File: config.mk
export PLATFORM = sky130hd
export DESIGN_NAME = fifo_rd_streamer
export DESIGN_NICKNAME = d
export VERILOG_FILES = /design/src/rtl/fifo_stream_pkg.sv /design/src/rtl/stream_skid2.sv /design/src/rtl/fifo_rd_streamer.sv
export SDC_FILE = /design/constraint.sdc
export NUM_CORES = 1
export LEC_CHECK = 0
export CAP_MARGIN = 40
export CORE_MARGIN = 8
export CORE_UTILIZATION = 52
export CTS_BUF_LIST = sky130_fd_sc_hd__clkbuf_8
export DETAILED_ROUTE_END_ITERATION = 7
export GPL_TIMING_DRIVEN = 1
export PLACE_DENSITY = 0.93
export SYNTH_ARGS = -nofsm -noshare
export SYNTH_HDL_FRONTEND = slang
export SYNTH_SLANG_ARGS = --single-unit
export TNS_END_PERCENT = 1
File: constraint.sdc
create_clock -name rdclk -period 2.3 [get_ports rdclk]
set_input_delay 0.46 -clock rdclk [delete_from_list [all_inputs] [get_ports rdclk]]
set_output_delay 0.46 -clock rdclk [all_outputs]
set_load 0.02 [all_outputs]
File: src/rtl/fifo_stream_pkg.sv
// Shared types and sizing helpers for the FIFO read-side streaming path.
package fifo_stream_pkg;

    localparam int SKID_DEPTH      = 2;
    localparam int BEAT_DATA_WIDTH = 64;

    typedef struct packed {
        logic [BEAT_DATA_WIDTH-1:0] data;
        logic                       last;
    } stream_beat_t;

    // Index width for a counter over n values, never narrower than one bit.
    function automatic int clog2_min1(input int n);
        int w;
        w = 1;
        for (int i = 1; i < 31; i++) begin
            if ((64'd1 << i) < 64'(n)) begin
                w = i + 1;
            end else begin
                w = w;
            end
        end
        return w;
    endfunction

endpackage

File: src/rtl/stream_skid2.sv
// Two-entry skid buffer; the head entry drives the stream, the tail absorbs
// the word already in flight from the FIFO when the consumer stalls.
module stream_skid2
    import fifo_stream_pkg::*;
#(
    parameter int DATA_WIDTH = 64
) (
    input  logic                  clk,
    input  logic                  rst_n,
    input  logic                  clear,
    input  logic                  push,
    input  logic [DATA_WIDTH-1:0] push_data,
    input  logic                  pop,
    output logic [DATA_WIDTH-1:0] head_data,
    output logic                  head_valid,
    output logic [1:0]            occ
);

    localparam logic [1:0] OCC_FULL = 2'(SKID_DEPTH);

    logic [DATA_WIDTH-1:0] head_r;
    logic [DATA_WIDTH-1:0] tail_r;
    logic [1:0]            occ_r;
    logic                  valid_r;
    logic                  pop_s;

    assign pop_s      = pop && valid_r;
    assign head_data  = head_r;
    assign head_valid = valid_r;
    assign occ        = occ_r;

    // Entry storage and occupancy; clear wins over a concurrent push so a
    // word landing on the flush edge is discarded.
    always_ff @(posedge clk or negedge rst_n) begin
        if (!rst_n) begin
            head_r  <= {DATA_WIDTH{1'b0}};
            tail_r  <= {DATA_WIDTH{1'b0}};
            occ_r   <= 2'd0;
            valid_r <= 1'b0;
        end else if (clear) begin
            occ_r   <= 2'd0;
            valid_r <= 1'b0;
        end else begin
            case ({push, pop_s})
                2'b10: begin
                    if (occ_r == 2'd0) begin
                        head_r  <= push_data;
                        occ_r   <= 2'd1;
                        valid_r <= 1'b1;
                    end else if (occ_r == 2'd1) begin
                        tail_r <= push_data;
                        occ_r  <= OCC_FULL;
                    end else begin
                        occ_r <= occ_r;
                    end
                end
                2'b01: begin
                    head_r  <= tail_r;
                    occ_r   <= occ_r - 2'd1;
                    valid_r <= (occ_r == OCC_FULL);
                end
                2'b11: begin
                    if (occ_r == OCC_FULL) begin
                        head_r <= tail_r;
                        tail_r <= push_data;
                    end else begin
                        head_r <= push_data;
                    end
                end
                default: begin
                    occ_r <= occ_r;
                end
            endcase
        end
    end

endmodule

File: src/rtl/fifo_rd_streamer.sv
// Read-side FIFO consumer: issues rdreq, absorbs the registered read latency
// in a 2-entry skid and presents a framed valid/ready stream with statistics.
module fifo_rd_streamer
    import fifo_stream_pkg::*;
#(
    parameter int DATA_WIDTH = 64,
    parameter int PKT_BEATS  = 4,
    parameter int CNT_WIDTH  = 32
) (
    input  logic                  rdclk,
    input  logic                  rst_n,
    input  logic [DATA_WIDTH-1:0] fifo_q,
    input  logic                  fifo_rdempty,
    output logic                  fifo_rdreq,
    output logic [DATA_WIDTH-1:0] m_data,
    output logic                  m_valid,
    output logic                  m_last,
    input  logic                  m_ready,
    input  logic                  flush,
    output logic [CNT_WIDTH-1:0]  beat_cnt,
    output logic [CNT_WIDTH-1:0]  pkt_cnt
);

    localparam int                   IDX_W    = clog2_min1(PKT_BEATS);
    localparam logic [IDX_W-1:0]     IDX_LAST = IDX_W'(PKT_BEATS - 1);
    localparam logic [IDX_W-1:0]     IDX_ONE  = IDX_W'(32'd1);
    localparam logic [CNT_WIDTH-1:0] CNT_MAX  = {CNT_WIDTH{1'b1}};
    localparam logic [CNT_WIDTH-1:0] CNT_ONE  = CNT_WIDTH'(32'd1);

    logic                 inflight_r;
    logic [IDX_W-1:0]     idx_r;
    logic [CNT_WIDTH-1:0] beat_cnt_r;
    logic [CNT_WIDTH-1:0] pkt_cnt_r;
    logic [1:0]           occ_s;
    logic                 head_valid_s;
    logic                 pop_s;
    logic                 last_s;
    logic [2:0]           load_s;
    logic                 rdreq_s;

    stream_skid2 #(
        .DATA_WIDTH(DATA_WIDTH)
    ) u_skid (
        .clk       (rdclk),
        .rst_n     (rst_n),
        .clear     (flush),
        .push      (inflight_r),
        .push_data (fifo_q),
        .pop       (pop_s),
        .head_data (m_data),
        .head_valid(head_valid_s),
        .occ       (occ_s)
    );

    assign pop_s      = head_valid_s && m_ready;
    assign last_s     = head_valid_s && (idx_r == IDX_LAST);
    assign m_valid    = head_valid_s;
    assign m_last     = last_s;
    assign fifo_rdreq = rdreq_s;
    assign beat_cnt   = beat_cnt_r;
    assign pkt_cnt    = pkt_cnt_r;

    // Request only when a skid slot is guaranteed free on the capture edge,
    // crediting this cycle's pop.
    always_comb begin
        load_s  = {1'b0, occ_s} + {2'b00, inflight_r};
        rdreq_s = 1'b0;
        if (rst_n && !fifo_rdempty && !flush && (load_s < (3'd2 + {2'b00, pop_s}))) begin
            rdreq_s = 1'b1;
        end else begin
            rdreq_s = 1'b0;
        end
    end

    // The FIFO answers every accepted request exactly one edge later.
    always_ff @(posedge rdclk or negedge rst_n) begin
        if (!rst_n) begin
            inflight_r <= 1'b0;
        end else begin
            inflight_r <= rdreq_s;
        end
    end

    // Packet beat index; flush restarts framing after any same-cycle beat.
    always_ff @(posedge rdclk or negedge rst_n) begin
        if (!rst_n) begin
            idx_r <= {IDX_W{1'b0}};
        end else if (flush) begin
            idx_r <= {IDX_W{1'b0}};
        end else if (pop_s) begin
            idx_r <= (idx_r == IDX_LAST) ? {IDX_W{1'b0}} : (idx_r + IDX_ONE);
        end else begin
            idx_r <= idx_r;
        end
    end

    // Saturating statistics; flush deliberately leaves them untouched.
    always_ff @(posedge rdclk or negedge rst_n) begin
        if (!rst_n) begin
            beat_cnt_r <= {CNT_WIDTH{1'b0}};
            pkt_cnt_r  <= {CNT_WIDTH{1'b0}};
        end else begin
            if (pop_s && (beat_cnt_r != CNT_MAX)) begin
                beat_cnt_r <= beat_cnt_r + CNT_ONE;
            end else begin
                beat_cnt_r <= beat_cnt_r;
            end
            if (pop_s && last_s && (pkt_cnt_r != CNT_MAX)) begin
                pkt_cnt_r <= pkt_cnt_r + CNT_ONE;
            end else begin
                pkt_cnt_r <= pkt_cnt_r;
            end
        end
    end

endmodule

**Word level (Yosys, flattened, before mapping)**

Cells that the tools add are included.

- Register bits after elaboration: 198
- Word-level logic and storage cells: 68
- Memory bits (read-only): 0
- RAM bits: 0
- Memories: 0
- Bits in latches: 0
- Bits of input ports: 69

- Magnitude comparators: 1
- Divide/modulo/power cells: 0
- Reduce and logical (&&, ||, !) cells: 20
- Shifts and indexed selects: 0
- $add $sub $neg: 6
- Mux-type cells: 18
- Bitwise gates (word level): 1
- Equal/unequal tests: 14
- Multiply operators: 0

Operator list:

| kind | number |
|---|---|
| $mux W64 | 5 |
| $pmux W64 S3 | 1 |
| $pmux W64 S2 | 1 |
| $add A32 B1 Y32 const B | 2 |
| $ne A32 B32 Y1 const B | 2 |
| $mux W2 | 6 |
| $logic_and A1 B1 Y1 | 9 |
| $eq A2 B2 Y1 const B | 4 |
| $ne A2 B1 Y1 const B | 3 |
| $reduce_bool A3 Y1 | 2 |
| $reduce_and A5 Y1 | 1 |
| $eq A2 B1 Y1 const B | 2 |
| $ne A4 B2 Y1 const B | 1 |
| $pmux W2 S2 | 1 |
| $reduce_and A2 Y1 | 2 |
| $reduce_bool A2 Y1 | 2 |
| $add A2 B1 Y3 | 1 |
| $add A2 B1 Y3 const A | 1 |
| $lt A3 B3 Y1 | 1 |
| $mux W1 | 3 |
| $ne A3 B2 Y1 const B | 1 |
| $reduce_and A3 Y1 | 1 |
| $add A2 B1 Y2 const B | 1 |
| $logic_not A1 Y1 | 2 |
| other kinds (5) | 5 |

**Logic depth before layout (Yosys ltp)**

- Depth after elaboration: 5
- Depth in mapped cells: 8
- Depth with buffers taken out: 6

**Modules after synthesis**

A second synthesis with hierarchy kept.

- Cells, all modules: 763
- Area, all modules: 8957.3 µm²

Modules (own cells, without submodules):

| module | cells each | times used | sequential area each (µm²) | area an instance (µm²) |
|---|---|---|---|---|
| stream_skid2 | 445 | 1 | 3278.1 | 5621.6 |
| fifo_rd_streamer | 318 | 1 | 1676.6 | 3335.7 |

**Least setup slack after synthesis**

Ideal clock, no wire load.

- Kind: register to register
- Start point: reg u_skid.valid_r (netlist: u_skid.head_valid)
- End point: reg u_skid.tail_r[0]
- Clock period less this slack: 2.046 ns
- Stages on the path, launching flop included: 9
- Arrival: 1.921 ns
- Setup time: 0.125 ns
- Required time: 2.175 ns
- Slack: 0.254 ns
- Buffers on the path: 3
- Cell sequence: dfrtp_1 > and2_1 > buf_2 > nor3b_1 > a21oi_1 > nor3b_1 > buf_2 > buf_4 > mux2_2

- Longest elaborated chain between the ends: 5

Ends and longest elaborated chain:

| element | RTL line | RTL |
|---|---|---|
| start, declared | stream_skid2.sv:24 | `logic valid_r;` |
| start signal, assigned | stream_skid2.sv:60 | `valid_r <= (occ_r == OCC_FULL);` |
| $logic_and A1 B1 Y1 | fifo_rd_streamer.sv:55 | `assign pop_s = head_valid_s && m_ready;` |
| $logic_and A1 B1 Y1 * | stream_skid2.sv:27 | `assign pop_s = pop && valid_r;` |
| $eq A2 B2 Y1 | stream_skid2.sv:44 | `case ({push, pop_s})` |
| $ne A2 B1 Y1 (no source line), or another cell as far along | -- |  |
| $reduce_and A5 Y1 (no source line) | -- |  |
| end signal, assigned | stream_skid2.sv:37 | `tail_r <= {DATA_WIDTH{1'b0}};` |
| end signal, assigned | stream_skid2.sv:51 | `tail_r <= push_data;` |
| end signal, assigned | stream_skid2.sv:65 | `tail_r <= push_data;` |
| end, declared | stream_skid2.sv:22 | `logic [DATA_WIDTH-1:0] tail_r;` |

Every way passes the cells marked *; elsewhere a longest branch is shown, timed or not.
A chain may end at the register's enable or synchronous reset.

**Final worst setup path**

- Start point: reg inflight_r
- End point: out fifo_rdreq

- Longest elaborated chain between the ends: 4

Ends and longest elaborated chain:

| element | RTL line | RTL |
|---|---|---|
| start, declared | fifo_rd_streamer.sv:30 | `logic inflight_r;` |
| start signal, assigned | fifo_rd_streamer.sv:80 | `inflight_r <= rdreq_s;` |
| $add A2 B1 Y3 | fifo_rd_streamer.sv:66 | `load_s = {1'b0, occ_s} + {2'b00, inflight_r};` |
| $lt A3 B3 Y1 | fifo_rd_streamer.sv:68 | `if (rst_n && !fifo_rdempty && !flush && (load_s < (3'd2 + {2'b00, pop_s}))) begin` |
| $logic_and A1 B1 Y1 | fifo_rd_streamer.sv:68 |  |
| $mux W1 | fifo_rd_streamer.sv:68 |  |
| end, declared | fifo_rd_streamer.sv:14 | `output logic fifo_rdreq,` |

Every way passes these cells.

==> run summary <==
Status - completed
Ys Warns - 0
ANT cells - 0
Fin crit period - 2176 ps
Final Max Tran Viols - 0
Clock sinks - 198
Leakage - 5.082 nW
WP data required - 1840 ps
Worst Hold Class - in2async
CTS HTree Levels - 4
Io pins - 200
Global Route Usage Sum - 0.1985
Final nets - 1045
Row cnt - 47
Post-synthesis net count - 819
Hpwl dp - 15120 um
Async S/R FF share, synth - 1.000
Layout area overhead - 34.29%
TritonCTS buffer count - 17
PnR worst setup slack - 124.1 ps
Dpl ws - -244.9 ps
Sequential share of the synthesized area - 0.5679
Tot Pwr - 0.008598 W
DR iter-0 viols - 223
GPL Wtd Cong - 0.8387
Antenna Nets Post-Route - 0
CTS tree - done
Syn avg cell area - 11.77 um2
WL final - 20600 um
Cell Area, Placed - 11280 um2
Slew headroom - 0.5373
IO buf count - 199
Largest net degree at the start of global routing - 105
Worst vdd ir - 0.0006427 V
Int Power - 0.006008 W
Design area - 11720 um2
CTS Root Cell - clkbuf_8
Number of global-route vias before repair - 6799
Dominant synthesized flop cell - dfrtp_1
Crit path launch type - register
Net Sw Power - 0.002589 W
Global route overflow - 0
Placed cells - 1165
Clock Power Share - 0.263
Actual slew at the worst max-slew pin - 694.0 ps
Routed len/inst - 17.17 um
Fraction of final layout cells sized beyond drive strength 1 - 0.1571
CTS clk-pin slew, worst paths - 100 ps
Final setup vio count - 0
Critical Path AT - 1720 ps
Top post-synthesis cells by area - dfrtp_1 (57%), mux2_2 (8.5%), mux2i_1 (7.3%)
Crit path kind - reg2out
Number of remaining DRC errors - 0
Total number of vias - 6417
Vias/cell - 5.348
Comb power frac - 0.248
Yosys reg bits - 198
Die width - 145.5 um
Core area - 16470 um2
Fill cells - 1144
Period utilisation layout - 0.9461
Sw Share - 0.3012
Seq pwr share - 0.489
Yosys top cell by area - dfrtp_1
Most frequent cell after synthesis - dfrtp_1
Maximum operating frequency - 0.4596 GHz
Synth Instances - 741
First-pass GRT wire length - 34620 um
Top-area cell type share of the netlist area - 0.5679
Initial core utilization - 0.5299
Yosys cell types - 43
Non-filler cells, final - 1200
First drt pass iteration count - 4
Worst Setup End Kind - output pin
Clock Skews - 14.58 ps
Top cells by count, synth - dfrtp_1 (198), nor2_1 (93), a21oi_1 (75)
Setup_tns - 0 ps
CP max FO - 2
Maximum Capacitance Violations - 0
EDFF count, synth - 0
Die area - 21180 um2
Initial antenna violation count - 0
Crit path launch - inflight_r
Chip height - 145.5 um
Cell Pwr Density - 733.8 nW/um2
Synthesized area - 8725 um2
Clk buf depth - 2
RSZ-0062 raised after global routing - false
Worst-Skew Late Latency - 450 ps
FF-to-FF Start - u_skid.occ[0]
Fin. Hold Viols - 0
==> cell families after synthesis <==
family	Yosys count	share of synthesized area
AOI/OAI and AO/OA	88	0.05550
xor gates and xnor gates	61	0.06124
adders and majority gates	9	0.01291
buffers and inverters	40	0.02094
DFF	198	0.5679
muxes	130	0.1586
and+or+nand+nor	215	0.1229
==> power by group through the flow <==
stage | registers [W] | logic, W | clock network (W)
global placement | 0.00425 | 0.00209 | 0
detailed placement | 0.00427 | 0.00215 | 0
floorplan | 0.00469 | 0.000495 | 0
finish | 0.00421 | 0.00213 | 0.00226
global route | 0.00426 | 0.00230 | 0.00245
CTS | 0.00421 | 0.00216 | 0.00233
==> cell usage in the layout (no fill, tap or decap), types with 2 or more instances in the layout <==
cell type and count:
dfrtp_1 198, clkdlybuf4s50_1 196, nor2_1 93, a21oi_1 72, mux2_2 66, mux2i_1 64, xnor2_1 40, buf_4 29
nand3_1 27, nand2_1 26, nand4_1 22, xor2_1 21, clkbuf_8 20, nor3_1 10, and3_1 10, buf_12 10
inv_1 9, ha_1 9, and2_1 4, and4_1 4, a21oi_4 3, or3_1 3, clkinv_4 3, inv_6 3
or2_2 2, a31oi_1 2, a22oi_1 2, a211oi_1 2, nand4_2 2, bufinv_16 2, clkinv_2 2
==> per-layer routing <==
metal,GRT usage,vias up,share of wire
met1,0.2348,3176,0.42
met2,0.3355,167,0.49
met3,0.06343,30,0.063
li1,-,3044,-
met5,0,-,0
met4,0.06819,0,0.021
==> through the flow <==
step	utilization	hold WS, ps
after CTS	0.7107	370.7
after global routing	0.7116	377.8
after floorplan	-	164.4
after detailed placement	0.6853	307.1
after global placement	0.6853	303.2
final	0.7116	399.7
==> worst max-delay path: stages (launching register included) <==
cell	delay, ps
dfrtp_1	390
ha_1	200
ha_1	250
o21ai_0	60
and4b_1	220
buf_4	140
==> path summary, 6_finish.rpt <==
path	endpoint	slack, ps	depth (start not counted)
max	fifo_rdreq	120	5
min	pkt_cnt[30]	400	2
max reg2reg	u_skid.tail_r[56]	180	9
min reg2reg	pkt_cnt[17]	500	1
max in group asynchronous	u_skid.head_data[16]	560	4
min in group rdclk	pkt_cnt[17]	500	1
==> area by class of cell <==
type                    count  area [um2]  share of cell area
inverters                   8       30.03            0.002563
repair buffers            239        2424              0.2069
clock buffers              19       261.5             0.02232
flip-flops and latches    198        4955              0.4229
clock inverters            13       145.1             0.01239
multi-input cells         503        3626              0.3095
well taps                 220       275.3             0.02349
==> state kept, by name, indices dropped and copies added, names as in the netlist <==
register	flops
u_skid.head_data	64
u_skid.tail_r	64
beat_cnt	32
pkt_cnt	32
idx_r	2
u_skid.occ	2
inflight_r	1
u_skid.head_valid	1
==> what timing repair did <==
action / 4_1_cts / 5_1_grt
hold endpoints to repair: 12 / 0
pin swaps: 0 / 1
gates cloned: 0 / 0
resized for setup: 5 / 2
hold buffers: 1 / 0
setup endpoints to repair: 2 / 5
setup buffers: 1 / 1
Note: power is estimated with default switching activity, not from simulation.
